**src/rtl/bus_port_pkg.sv**
```systemverilog
// bus_port_pkg: constants shared by the per-core bus port front-end.
//   - request kind encodings (core_req_kind)
//   - FSM state encodings for core_bus_port
//   - default issue timeout (cycles), used by the optional watchdog
//   - small helpers to decode a request kind
package bus_port_pkg;

  localparam logic [1:0] KIND_DRAM_RD = 2'd0;
  localparam logic [1:0] KIND_DRAM_WR = 2'd1;
  localparam logic [1:0] KIND_DATA_RD = 2'd2;
  localparam logic [1:0] KIND_DATA_WR = 2'd3;

  localparam logic [1:0] ST_IDLE  = 2'd0;
  localparam logic [1:0] ST_ISSUE = 2'd1;
  localparam logic [1:0] ST_WAIT  = 2'd2;
  localparam logic [1:0] ST_RESP  = 2'd3;

  localparam int BUSPORT_TIMEOUT_DEFAULT = 1024;

  // Kinds 0/1 target the dram channel, kinds 2/3 the data channel.
  function automatic logic kind_is_dram(input logic [1:0] kind);
    return ~kind[1];
  endfunction

  // Even kinds are reads.
  function automatic logic kind_is_read(input logic [1:0] kind);
    return ~kind[0];
  endfunction

endpackage

```
**src/rtl/busport_watchdog.sv**
```systemverilog
// busport_watchdog: issue-phase timeout for core_bus_port.
// Only instantiated when BUSPORT_TIMEOUT_EN is defined.
// Ports:
//   CLK, RST  clock, asynchronous active-high reset
//   start     request accepted this cycle; reloads the counter
//   run       FSM is in ISSUE this cycle
//   expire    ISSUE has lasted TIMEOUT cycles (high during the last one)
// The counter is loaded with TIMEOUT-1 on accept and counts down once per
// ISSUE cycle, so expire is seen in the TIMEOUT-th ISSUE cycle.
module busport_watchdog #(
  parameter int TIMEOUT = 1024
) (
  input  logic CLK,
  input  logic RST,
  input  logic start,
  input  logic run,
  output logic expire
);

  localparam int CNT_W = $clog2(TIMEOUT + 1);

  logic [CNT_W-1:0] cnt;

  always_ff @(posedge CLK or posedge RST) begin
    if (RST) begin
      cnt <= '0;
    end else if (start) begin
      cnt <= CNT_W'(TIMEOUT - 1);
    end else if (run && (cnt != '0)) begin
      cnt <= cnt - 1'b1;
    end
  end

  assign expire = run && (cnt == '0);

endmodule

```
**src/rtl/core_bus_port.sv**
```systemverilog
// core_bus_port: per-core request front-end to the two-core bus arbiter.
// Turns a single-cycle valid/ready request from the core into a level-held
// le/we strobe, follows the arbiter busy handshake (rise = accepted,
// fall = done), captures read data and returns a one-cycle response.
// Ports:
//   CLK, RST                  clock, asynchronous active-high reset
//   core_req_*                request from the core memory stage
//   core_rsp_*                one-cycle completion (data, timeout error)
//   bus_dram_*                dram channel toward the arbiter (port 0/1)
//   bus_data_*, bus_mem_paddr data channel toward the arbiter
// Build option: BUSPORT_TIMEOUT_EN adds a watchdog that aborts ISSUE after
// TIMEOUT cycles without busy, answering with core_rsp_err=1.
//
// state    | meaning
// ---------+--------------------------------------------------------
// ST_IDLE  | ready for a request
// ST_ISSUE | strobe held, waiting for the selected busy to rise
// ST_WAIT  | strobe low, waiting for the selected busy to fall
// ST_RESP  | core_rsp_valid pulse
module core_bus_port
  import bus_port_pkg::*;
#(
  parameter int ADDR_W  = 32,
  parameter int DATA_W  = 32,
  parameter int TIMEOUT = BUSPORT_TIMEOUT_DEFAULT
) (
  input  logic              CLK,
  input  logic              RST,
  input  logic              core_req_valid,
  output logic              core_req_ready,
  input  logic [1:0]        core_req_kind,
  input  logic [ADDR_W-1:0] core_req_addr,
  input  logic [DATA_W-1:0] core_req_wdata,
  input  logic [2:0]        core_req_ctrl,
  output logic              core_rsp_valid,
  output logic [DATA_W-1:0] core_rsp_data,
  output logic              core_rsp_err,
  output logic              bus_dram_le,
  output logic              bus_dram_we_t,
  output logic [ADDR_W-1:0] bus_dram_addr,
  output logic [DATA_W-1:0] bus_dram_wdata,
  output logic [2:0]        bus_dram_ctrl,
  input  logic              bus_dram_busy,
  input  logic [DATA_W-1:0] bus_dram_odata,
  output logic              bus_data_le,
  output logic              bus_data_we,
  output logic [ADDR_W-1:0] bus_mem_paddr,
  output logic [DATA_W-1:0] bus_data_wdata,
  input  logic [3:0]        bus_data_busy,
  input  logic [DATA_W-1:0] bus_data_data
);

  logic [1:0] state;
  logic [1:0] kind_q;
  logic       sel_busy;
  logic       accept;
  logic       wd_expire;

  assign core_req_ready = (state == ST_IDLE);
  assign accept         = core_req_ready && core_req_valid;
  assign sel_busy       = kind_is_dram(kind_q) ? bus_dram_busy : (|bus_data_busy);

`ifdef BUSPORT_TIMEOUT_EN
  busport_watchdog #(
    .TIMEOUT (TIMEOUT)
  ) u_watchdog (
    .CLK    (CLK),
    .RST    (RST),
    .start  (accept),
    .run    (state == ST_ISSUE),
    .expire (wd_expire)
  );
`else
  // TIMEOUT only matters when the watchdog is built.
  logic unused_timeout;
  assign unused_timeout = (TIMEOUT != 0);
  assign wd_expire      = 1'b0;
  assign core_rsp_err   = 1'b0;
`endif

  always_ff @(posedge CLK or posedge RST) begin
    if (RST) begin
      state          <= ST_IDLE;
      kind_q         <= KIND_DRAM_RD;
      bus_dram_le    <= 1'b0;
      bus_dram_we_t  <= 1'b0;
      bus_data_le    <= 1'b0;
      bus_data_we    <= 1'b0;
      bus_dram_addr  <= '0;
      bus_dram_wdata <= '0;
      bus_dram_ctrl  <= '0;
      bus_mem_paddr  <= '0;
      bus_data_wdata <= '0;
      core_rsp_valid <= 1'b0;
      core_rsp_data  <= '0;
`ifdef BUSPORT_TIMEOUT_EN
      core_rsp_err   <= 1'b0;
`endif
    end else begin
      core_rsp_valid <= 1'b0;
      case (state)
        ST_IDLE: begin
          if (core_req_valid) begin
            kind_q <= core_req_kind;
            // Only the targeted channel's address/data registers change, so
            // the other channel keeps presenting its last request.
            if (kind_is_dram(core_req_kind)) begin
              bus_dram_addr  <= core_req_addr;
              bus_dram_wdata <= core_req_wdata;
              bus_dram_ctrl  <= core_req_ctrl;
            end else begin
              bus_mem_paddr  <= core_req_addr;
              bus_data_wdata <= core_req_wdata;
            end
            bus_dram_le   <= (core_req_kind == KIND_DRAM_RD);
            bus_dram_we_t <= (core_req_kind == KIND_DRAM_WR);
            bus_data_le   <= (core_req_kind == KIND_DATA_RD);
            bus_data_we   <= (core_req_kind == KIND_DATA_WR);
            state         <= ST_ISSUE;
          end
        end
        ST_ISSUE: begin
          if (sel_busy) begin
            bus_dram_le   <= 1'b0;
            bus_dram_we_t <= 1'b0;
            bus_data_le   <= 1'b0;
            bus_data_we   <= 1'b0;
            state         <= ST_WAIT;
          end else if (wd_expire) begin
            bus_dram_le    <= 1'b0;
            bus_dram_we_t  <= 1'b0;
            bus_data_le    <= 1'b0;
            bus_data_we    <= 1'b0;
            core_rsp_data  <= '0;
            core_rsp_valid <= 1'b1;
`ifdef BUSPORT_TIMEOUT_EN
            core_rsp_err   <= 1'b1;
`endif
            state          <= ST_RESP;
          end
        end
        ST_WAIT: begin
          if (!sel_busy) begin
            case (kind_q)
              KIND_DRAM_RD: core_rsp_data <= bus_dram_odata;
              KIND_DATA_RD: core_rsp_data <= bus_data_data;
              default:      core_rsp_data <= '0;
            endcase
            core_rsp_valid <= 1'b1;
            state          <= ST_RESP;
          end
        end
        default: begin
`ifdef BUSPORT_TIMEOUT_EN
          core_rsp_err <= 1'b0;
`endif
          state <= ST_IDLE;
        end
      endcase
    end
  end

endmodule

```
**config.mk**
```make
export PLATFORM = sky130hd
export DESIGN_NAME = core_bus_port
export DESIGN_NICKNAME = d
export VERILOG_FILES = /design/src/rtl/bus_port_pkg.sv /design/src/rtl/busport_watchdog.sv /design/src/rtl/core_bus_port.sv
export SDC_FILE = /design/constraint.sdc
export NUM_CORES = 1
export LEC_CHECK = 0
export BUFFER_PORTS_ARGS = -buffer_cell sky130_fd_sc_hd__buf_2
export CORE_AREA = 2 2 119 133
export CTS_BUF_LIST = sky130_fd_sc_hd__clkbuf_8
export DETAILED_ROUTE_END_ITERATION = 10
export DIE_AREA = 0 0 121 135
export GPL_TIMING_DRIVEN = 0
export PLACE_DENSITY = 0.81
export SLEW_MARGIN = 25
export SYNTH_ARGS = -nofsm -noshare
export SYNTH_HDL_FRONTEND = slang
export SYNTH_HIERARCHICAL = 1
export SYNTH_SLANG_ARGS = --single-unit
```
**constraint.sdc**
```tcl
create_clock -name CLK -period 7.5 [get_ports CLK]
set_input_delay 1.5 -clock CLK [delete_from_list [all_inputs] [get_ports CLK]]
set_output_delay 1.5 -clock CLK [all_outputs]
set_load 0.01 [all_outputs]
```
==> results of run 1 <==
metal layers:
metal / part of all wire [%] / global-route usage (%)
met1: 39 / 23.4
met2: 53 / 36.7
met3: 6.2 / 6.42
met4: 2.1 / 7.88
met5: 0.065 / 0
cell usage in the layout (no fill, tap or decap):
cell type | netlist | routed
or4_4 | 1 | 1
o21ai_0 | 3 | 3
nand2_1 | 8 | 8
o221ai_1 | 1 | 1
bufinv_16 | 0 | 3
nor3_1 | 1 | 1
nor2_1 | 33 | 33
or3b_2 | 1 | 1
ha_1 | 4 | 4
o22ai_1 | 2 | 2
or2_2 | 1 | 1
inv_6 | 0 | 6
buf_2 | 13 | 321
nand2_4 | 1 | 1
clkinvlp_4 | 0 | 1
dfrtp_1 | 172 | 172
buf_4 | 1 | 1
inv_1 | 7 | 6
a311oi_1 | 1 | 1
o32ai_1 | 1 | 1
clkbuf_1 | 7 | 7
buf_16 | 0 | 1
a22o_1 | 2 | 2
buf_6 | 7 | 7
clkinv_4 | 0 | 1
clkinv_2 | 0 | 2
clkbuf_8 | 0 | 18
o21bai_1 | 1 | 1
mux2i_1 | 35 | 35
mux2i_4 | 1 | 1
conb_1 | 1 | 1
mux2_4 | 29 | 29
nand3_1 | 1 | 1
nand2b_1 | 1 | 1
inv_8 | 0 | 2
mux2_2 | 136 | 136
cell families after synthesis:
kind of cell | after synthesis | synth area share [%]
AO/OA/AOI/OAI | 11 | 1.10
adder cells (fa/ha/maj) | 4 | 0.696
buffers and inverters | 35 | 2.84
flip-flops | 172 | 59.9
multiplexers | 201 | 32.6
other | 1 | 0.0522
AND/OR/NAND/NOR | 48 | 2.89
cell usage after synthesis:
master | instances | area, um^2
dfrtp_1 | 172 | 4300
mux2_2 | 136 | 1530
mux2i_1 | 35 | 350
nor2_1 | 33 | 124
mux2_4 | 29 | 435
buf_2 | 13 | 65.1
nand2_1 | 8 | 30.0
buf_6 | 7 | 78.8
clkbuf_1 | 7 | 26.3
inv_1 | 7 | 26.3
ha_1 | 4 | 50.1
o21ai_0 | 3 | 15.0
a22o_1 | 2 | 17.5
o22ai_1 | 2 | 12.5
a311oi_1 | 1 | 8.76
buf_4 | 1 | 7.51
conb_1 | 1 | 3.75
mux2i_4 | 1 | 22.5
nand2_4 | 1 | 11.3
nand2b_1 | 1 | 6.26
nand3_1 | 1 | 5.00
nor3_1 | 1 | 5.00
o21bai_1 | 1 | 7.51
o221ai_1 | 1 | 8.76
o32ai_1 | 1 | 8.76
or2_2 | 1 | 6.26
or3b_2 | 1 | 8.76
or4_4 | 1 | 11.3
worst paths after layout:
check,start,end,slack (ns)
min reg2reg,core_rsp_data[22],core_rsp_data[22],0.50
min,core_rsp_data[22],core_rsp_data[22],0.50
max,state[0],core_req_ready,4.53
min in group asynchronous,RST,bus_mem_paddr[8],1.09
max in group asynchronous,RST,bus_dram_addr[1],5.56
max reg2reg,state[0],bus_data_wdata[7],5.19
flip-flops by register name, indices dropped and copies added, names as in the netlist:
register	flops
bus_data_we	1
bus_mem_paddr	32
bus_dram_addr	32
bus_data_le	1
bus_dram_wdata	32
kind_q	2
bus_dram_ctrl	3
bus_data_wdata	32
state	2
bus_dram_le	1
bus_dram_we_t	1
core_rsp_valid	1
core_rsp_data	32
power breakdown:
part | internal [W] | total [W] | switching (W)
Sequential | 0.00138 | 0.00159 | 0.000212
Clock | 0.000347 | 0.000697 | 0.000350
Combinational | 0.000883 | 0.00170 | 0.000814
metrics by stage:
stage	TNS, ns	hold slack (ns)	total power [W]	setup slack [ns]	std cells
6_report	0	0.505	0.00398	4.53	1009
5_1_grt	0	0.513	0.00422	4.41	1009
4_1_cts	0	0.507	0.00403	4.48	1009
3_5_place_dp	0	0.486	0.00333	4.20	977
3_3_place_gp	-89.13	0.482	0.00326	-0.531	976
2_1_floorplan	0	0.531	0.00263	1.34	472
area by class of cell:
class | instances | area share, %
flip-flops and latches | 172 | 45.6
multi-input cells | 265 | 28.4
repair buffers | 309 | 16.6
clock buffers | 18 | 2.62
well taps | 196 | 2.60
clock inverters | 14 | 1.91
plain buffers | 28 | 1.88
inverters | 7 | 0.358
==> results.sh, run 1 <==
export IMPL_layout_drive_gt1_share_pct=65.6
export IMPL_rsz0062_at_grt="false"
export IMPL_fin_util_pct=63.4
export IMPL_cts_buffers=17
export IMPL_outcome="finished clean"
export IMPL_ys_warn_count=6
export IMPL_vias=4973
export IMPL_peakVddDrop_mv=0.238
export IMPL_path_depth=3
export IMPL_core_area_um2=14900
export IMPL_diodes=0
export IMPL_ios=311
export IMPL_finalCritPeriodShare_pct=39.5
export IMPL_reg2reg_depth=6
export IMPL_syn_area_per_cell_um2=15.2
export IMPL_clk_pin_slew_ns=0.09
export IMPL_max_freq_mhz=337
export IMPL_grt_usage_pct=20.8
export IMPL_drv_slew=0
export IMPL_worst_pin_slew_ns=0.699
export IMPL_start_kind="flop"
export IMPL_drt_wl_total_mm=16.9
export IMPL_setup_violations=0
export IMPL_grt_ovfl_total=0
export IMPL_grt_max_degree=94
export IMPL_power_density_nw_per_um2=422
export IMPL_drv_cap=0
export IMPL_hold_buffers=0
export IMPL_p_leak_nw=4.92
export IMPL_cts_root_buffer="clkbuf_8"
export IMPL_die_w_um=121
export IMPL_nFillCells=1171
export IMPL_start_util_pct=48.3
export IMPL_firstDrtPassIters=4
export IMPL_worstPathArrival_ns=1.47
export IMPL_rows=47
export IMPL_slowest_stage="dfrtp_1"
export IMPL_synth_distinct_cells=28
export IMPL_port_buffers=308
export IMPL_insertion_delay_ns=0.45
export IMPL_synth_ff_latch_count=172
export IMPL_hold_depth=1
export IMPL_gp_congestion=0.754
export IMPL_dpl_cell_area_um2=9010
export IMPL_max_slew_margin_rel_pct=53.4
export IMPL_routedWlPerCell_um=16.8
export IMPL_finalHoldViolCount=0
export IMPL_final_area_um2=9440
export IMPL_drc=0
export IMPL_layout_nets=945
export IMPL_critical_path_max_stage_delay_ns=0.40
export IMPL_post_route_min_period_ns=2.97
export IMPL_path_buf_inv=2
export IMPL_cp_max_fo=8
export IMPL_path_delay_family="flip-flops"
export IMPL_grt_antenna_before_repair=1
export IMPL_synthesis_nets=617
export IMPL_ctsResizeCount=0
export IMPL_endpoint_kind="output port"
export IMPL_cts_setup_buffers=0
export IMPL_die_h_um=135
export IMPL_hold_class="flop to flop"
export IMPL_viasPerCell=4.93
export IMPL_cts_tree="built"
export IMPL_drtIter0Drc=166
export IMPL_grt_pass1_vias=5262
export IMPL_seq_area_frac_synth_pct=59.9
export IMPL_clkSinkCount=172
export IMPL_crit_chain="inv_1, ha_1, buf_2"
export IMPL_worst_ep_required_time_ns=6.00
export IMPL_area_growth_pct=31.3
export IMPL_post_dp_hpwl_mm=12.9
export IMPL_syn_inst=472
export IMPL_clockBufferDepth=2
export IMPL_regArea_um2=4300
export IMPL_synth_area_um2=7190
export IMPL_dieArea_um2=16300
export IMPL_antenna_left=0
export IMPL_crit_type="flop to output port"
export IMPL_multiInputGateArea_um2=2680
export IMPL_grt_pass1_wl_mm=26.1
export IMPL_htreeDepth=4
export IMPL_clock_skew_ns=0.0146
Power figures use the tool's default switching activity.
==> run 2, diff against run 1 <==
Settings changed: ABC_AREA set to 1, CORE_AREA 2 2 119 133 to 2 2 118 131, DIE_AREA 0 0 121 135 to 0 0 120 133.
Clock period 7.5 ns to 2.9 ns, I/O delays scaled along.
==> results.sh, run 2 <==
export IMPL_netlist_top_cells_count="nand2_1, dfrtp_1, o21ai_0"
export IMPL_max_slew_margin_rel_pct=55.6
export IMPL_post_dp_hpwl_mm=16.0
export IMPL_finalHoldViolCount=0
export IMPL_grt_pass1_wl_mm=32.2
export IMPL_crit_type="flop to flop"
export IMPL_hold_class="input port to async pin"
export IMPL_nFillCells=1267
export IMPL_worst_ep_required_time_ns=3.22
export IMPL_rsz0062_at_grt="false"
export IMPL_peakVddDrop_mv=0.577
export IMPL_clkSinkCount=172
export IMPL_cts_setup_buffers=0
export IMPL_cts_root_buffer="clkbuf_8"
export IMPL_grt_usage_pct=26.0
export IMPL_outcome="finished clean"
export IMPL_ctsResizeCount=0
export IMPL_clockBufferDepth=2
export IMPL_core_area_um2=14800
export IMPL_synth_ff_latch_count=172
export IMPL_dpl_cell_area_um2=8970
export IMPL_grt_max_degree=33
export IMPL_routedWlPerCell_um=15.6
export IMPL_setup_violations=0
export IMPL_firstDrtPassIters=6
export IMPL_cts_tree="built"
export IMPL_r2r_slack_ns=0.85
export IMPL_drv_slew=0
export IMPL_clk_pin_slew_ns=0.09
export IMPL_port_buffers=309
export IMPL_start_util_pct=47.7
export IMPL_ys_warn_count=6
export IMPL_synthesis_nets=937
export IMPL_synth_top_area_share_pct=61.2
export IMPL_htreeDepth=4
export IMPL_ios=311
export IMPL_switchingPower_w=0.00392
export IMPL_layout_drive_gt1_share_pct=33.6
export IMPL_reg2reg_to="bus_dram_wdata[20]"
export IMPL_r2r_start="state[0]"
export IMPL_crit_start="state[0]"
export IMPL_drc=0
export IMPL_rows=47
export IMPL_area_growth_pct=32.9
export IMPL_gp_congestion=0.820
export IMPL_synth_area_um2=7040
export IMPL_seq_power_share_pct=41.8
export IMPL_endpoint="bus_dram_wdata[20]"
export IMPL_max_freq_mhz=488
export IMPL_synth_edff_count=0
export IMPL_die_w_um=120
export IMPL_p_clk_share_pct=16.7
export IMPL_viasPerCell=4.89
export IMPL_grt_pass1_vias=6343
export IMPL_worst_pin_slew_ns=0.664
export IMPL_finalCritPeriodShare_pct=70.7
export IMPL_mostFrequentLayoutCells="buf_2, nand2_1, dfrtp_1"
export IMPL_endpoint_kind="flop"
export IMPL_layout_nets=1271
export IMPL_yosys_area_top_type="dfrtp_1"
export IMPL_layout_commonest_cell="buf_2"
export IMPL_syn_area_per_cell_um2=8.88
export IMPL_p_comb_share_pct=41.5
export IMPL_synth_area_top_cells="dfrtp_1, nand2_1, o21ai_0"
export IMPL_p_int_w=0.00581
export IMPL_antenna_left=0
export IMPL_worstPathArrival_ns=2.37
export IMPL_grt_ovfl_total=0
export IMPL_p_leak_nw=5.45
export IMPL_final_area_um2=9350
export IMPL_seq_area_frac_synth_pct=61.2
export IMPL_dieArea_um2=16000
export IMPL_hold_buffers=0
export IMPL_cp_max_fo=10
export IMPL_die_h_um=133
export IMPL_clock_skew_ns=0.00747
export IMPL_syn_inst=792
export IMPL_power_density_nw_per_um2=1040
export IMPL_insertion_delay_ns=0.45
export IMPL_yosysMostFrequentCell="nand2_1"
export IMPL_p_total_w=0.00973
export IMPL_reg2reg_depth=8
export IMPL_sw_frac_of_total_pct=40.3
export IMPL_grt_antenna_before_repair=2
export IMPL_synth_distinct_cells=23
export IMPL_post_route_min_period_ns=2.05
export IMPL_cts_buffers=17
export IMPL_drt_wl_total_mm=20.8
export IMPL_synthArstFlopShare_pct=100
export IMPL_start_kind="flop"
export IMPL_vias=6526
export IMPL_drtIter0Drc=329
export IMPL_drv_cap=0
export IMPL_synth_top_flop_cell="dfrtp_1"
[run 2: metal layers]
| metal | part of all wire (%) | global-route usage [%] | vias to the layer above |
|---|---|---|---|
| met4 | 3.0 | 11.8 | 2 |
| met5 | 0.024 | 0 | - |
| met3 | 8.6 | 8.10 | 42 |
| li1 | - | - | 3181 |
| met2 | 50 | 44.6 | 269 |
| met1 | 39 | 29.6 | 3032 |
[run 2: final cells by class]
type | instances | area, um^2 | area share [%]
Clock buffer | 18 | 248 | 2.65
Multi-Input combinational cell | 498 | 2210 | 23.7
Timing Repair Buffer | 315 | 1690 | 18.1
Sequential cell | 172 | 4300 | 46.0
Clock inverter | 13 | 129 | 1.38
Buffer | 48 | 236 | 2.53
Inverter | 74 | 284 | 3.04
Antenna cell | 1 | 2.50 | 0.0268
Tap cell | 196 | 245 | 2.62
[run 2: through the flow]
step	hold WS [ns]	util [%]	std cells	setup TNS [ns]	setup slack, ns
4_1_cts	0.203	63.3	1334	0	0.858
6_report	0.220	63.4	1335	0	0.849
2_1_floorplan	0.473	-	792	0	0.123
5_1_grt	0.233	63.3	1334	0	0.678
3_5_place_dp	0.462	60.8	1303	0	0.803
3_3_place_gp	0.456	59.8	1297	-152.68	-0.907
[run 2: critical path: stages (launching register included)]
cell and delay [ns]:
dfrtp_1 0.41, inv_1 0.08, ha_1 0.26, nand2_1 0.13, inv_2 0.06, nand2_2 0.13, buf_2 0.29, clkbuf_1 0.41
o21ai_0 0.14
[run 2: cell families after synthesis]
| group | count (synthesis) | synth area share, % |
|---|---|---|
| flops | 172 | 61.2 |
| other cells | 1 | 0.0533 |
| buf+inv | 122 | 7.34 |
| compound gates | 130 | 9.25 |
| mux | 3 | 0.480 |
| simple gates | 360 | 21.0 |
| fa+ha+maj | 4 | 0.711 |
[run 2: power groups by stage]
stage / Clock, W / Sequential, W / Combinational [W]
after floorplan: 0 / 0.00456 / 0.00170
after global placement: 0 / 0.00406 / 0.00393
after detailed placement: 0 / 0.00407 / 0.00408
after CTS: 0.00166 / 0.00405 / 0.00408
after global routing: 0.00177 / 0.00418 / 0.00451
final: 0.00162 / 0.00407 / 0.00404
[run 2: how the worst min path moves through the flow]
stage	to	slack (ns)	from
4_1_cts	core_rsp_data[2]	0.20	RST
3_5_place_dp	bus_data_we	0.46	bus_data_we
6_report	core_rsp_data[6]	0.22	RST
5_1_grt	core_rsp_data[6]	0.23	RST
2_1_floorplan	kind_q[0]	0.47	kind_q[0]
3_3_place_gp	bus_dram_le	0.46	bus_dram_le
==> run 3, diff against run 2 <==
Clock period 2.9 ns to 1.9 ns, I/O delays scaled along.
==> results.sh, run 3 (synthesized netlist as in run 2, its figures left out) <==
export IMPL_ios=311
export IMPL_cts_tree="built"
export IMPL_clock_skew_ns=0.0104
export IMPL_setup_violations=0
export IMPL_post_route_min_period_ns=1.74
export IMPL_cp_max_fo=10
export IMPL_grt_pass1_vias=6341
export IMPL_drt_wl_total_mm=20.8
export IMPL_grt_antenna_before_repair=2
export IMPL_grt_ovfl_total=0
export IMPL_cts_buffers=17
export IMPL_port_buffers=309
export IMPL_fin_setup_tns_ns=0
export IMPL_power_density_nw_per_um2=1590
export IMPL_post_dp_hpwl_mm=16.0
export IMPL_grt_pass1_wl_mm=32.2
export IMPL_dieArea_um2=16000
export IMPL_clockBufferDepth=2
export IMPL_start_kind="flop"
export IMPL_worst_ep_required_time_ns=2.26
export IMPL_crit_top_cell="nand2_1"
export IMPL_crit_start="state[0]"
export IMPL_endpoint_kind="flop"
export IMPL_drv_cap=0
export IMPL_finalCritPeriodShare_pct=91.4
export IMPL_peakVddDrop_mv=0.880
export IMPL_layout_nets=1271
export IMPL_crit_chain="inv_1, ha_4, nand2_1, inv_2, nand2_2, buf_4, buf_2, nand2_1, o21ai_0"
export IMPL_htreeDepth=4
export IMPL_hold_class="input port to async pin"
export IMPL_grt_max_degree=33
export IMPL_mostFrequentLayoutCells="buf_2, nand2_1, dfrtp_1"
export IMPL_layout_drive_gt1_share_pct=34.3
export IMPL_firstDrtPassIters=6
export IMPL_start_util_pct=47.7
export IMPL_reg2reg_depth=9
export IMPL_clkSinkCount=172
export IMPL_die_h_um=133
export IMPL_layout_commonest_cell="buf_2"
export IMPL_finalHoldViolCount=0
export IMPL_gp_congestion=0.820
export IMPL_max_slew_margin_rel_pct=55.5
export IMPL_r2r_start="state[0]"
export IMPL_vias=6526
export IMPL_slowest_stage="dfrtp_1"
export IMPL_endpoint="bus_dram_addr[21]"
export IMPL_critical_path_max_stage_delay_ns=0.41
export IMPL_worstPathArrival_ns=2.09
export IMPL_stdcell_count=1335
export IMPL_r2r_slack_ns=0.16
export IMPL_drv_slew=0
export IMPL_routedWlPerCell_um=15.6
export IMPL_die_w_um=120
export IMPL_outcome="finished clean"
export IMPL_drtIter0Drc=367
export IMPL_grt_usage_pct=26.0
export IMPL_area_growth_pct=33.6
export IMPL_reg2reg_to="bus_dram_addr[21]"
export IMPL_insertion_delay_ns=0.46
export IMPL_antenna_left=0
export IMPL_worst_pin_slew_ns=0.666
export IMPL_dp_cells=1303
export IMPL_clk_pin_slew_ns=0.08
export IMPL_drc=0
export IMPL_max_freq_mhz=576
export IMPL_crit_type="flop to flop"
export IMPL_core_area_um2=14800
export IMPL_hold_ws_ns=0.0198
export IMPL_viasPerCell=4.89
export IMPL_rsz0062_at_grt="false"
export IMPL_rows=47
export IMPL_p_leak_nw=5.48
export IMPL_cts_root_buffer="clkbuf_8"
export IMPL_nFillCells=1266
## run 3: cell count changes in the layout (fill, tap and decap cells not counted), sizes merged
| cell | before | now |
|---|---|---|
| buf | 344 | 338 |
| clkbuf | 37 | 43 |
## run 3: cell type report
cell class                 instances  area (um^2)  area share, %
antenna                            1         2.50         0.0266
sequential                       172         4300           45.8
multi-input combinational        498         2230           23.7
inverter                          74          284           3.02
buffer                            47          263           2.80
clock buffer                      18          248           2.64
tap                              196          245           2.61
clock inverter                    13          129           1.37
timing repair buffer             316         1700           18.1
## run 3: power by group
part           internal, W  leakage [nW]  switching [W]
registers          0.00530          2.16       0.000901
clock network      0.00118         0.197        0.00130
logic              0.00244          3.12        0.00381
## run 3: worst min path at each step
stage | slack, ns | start | depth (start not counted) | endpoint
floorplan | 0.47 | kind_q[0] | 2 | kind_q[0]
global placement | 0.46 | bus_dram_le | 2 | bus_dram_le
detailed placement | 0.46 | bus_data_we | 2 | bus_data_we
CTS | 0.003 | RST | 2 | core_rsp_data[2]
global route | 0.03 | RST | 2 | core_rsp_data[6]
finish | 0.02 | RST | 2 | core_rsp_data[6]
## run 3: what timing repair did
action,CTS,global route
gates resized for setup,9,19
setup buffers,0,1
hold buffers,0,0
gates cloned,0,0
setup endpoints to repair,80,123
## run 3: layer usage
metal	up-vias	routed length [um]	global-route usage (%)
met4	2	637	11.8
li1	3180	-	-
met3	44	1870	8.10
met5	-	5	0
met1	3012	8070	29.9
met2	288	10200	44.3
## run 3: stage by stage
stage / power, W / area (um^2) / setup slack, ns / utilization, %
floorplan: 0.00956 / 7040 / -0.677 / -
detailed placement: 0.0124 / 8970 / -0.152 / 60.8
CTS: 0.0150 / 9360 / 0.0367 / 63.4
global route: 0.0160 / 9400 / 0.0290 / 63.7
finish: 0.0149 / 9400 / 0.163 / 63.7
global placement: 0.0122 / 8830 / -1.71 / 59.8
## run 3: critical path: cells and delay by family, from the launching register on
family / cells / cell delay (ns)
fa+ha+maj: 1 / 0.19
flops: 1 / 0.41
buf+inv: 4 / 0.64
compound gates: 1 / 0.10
simple gates: 3 / 0.29
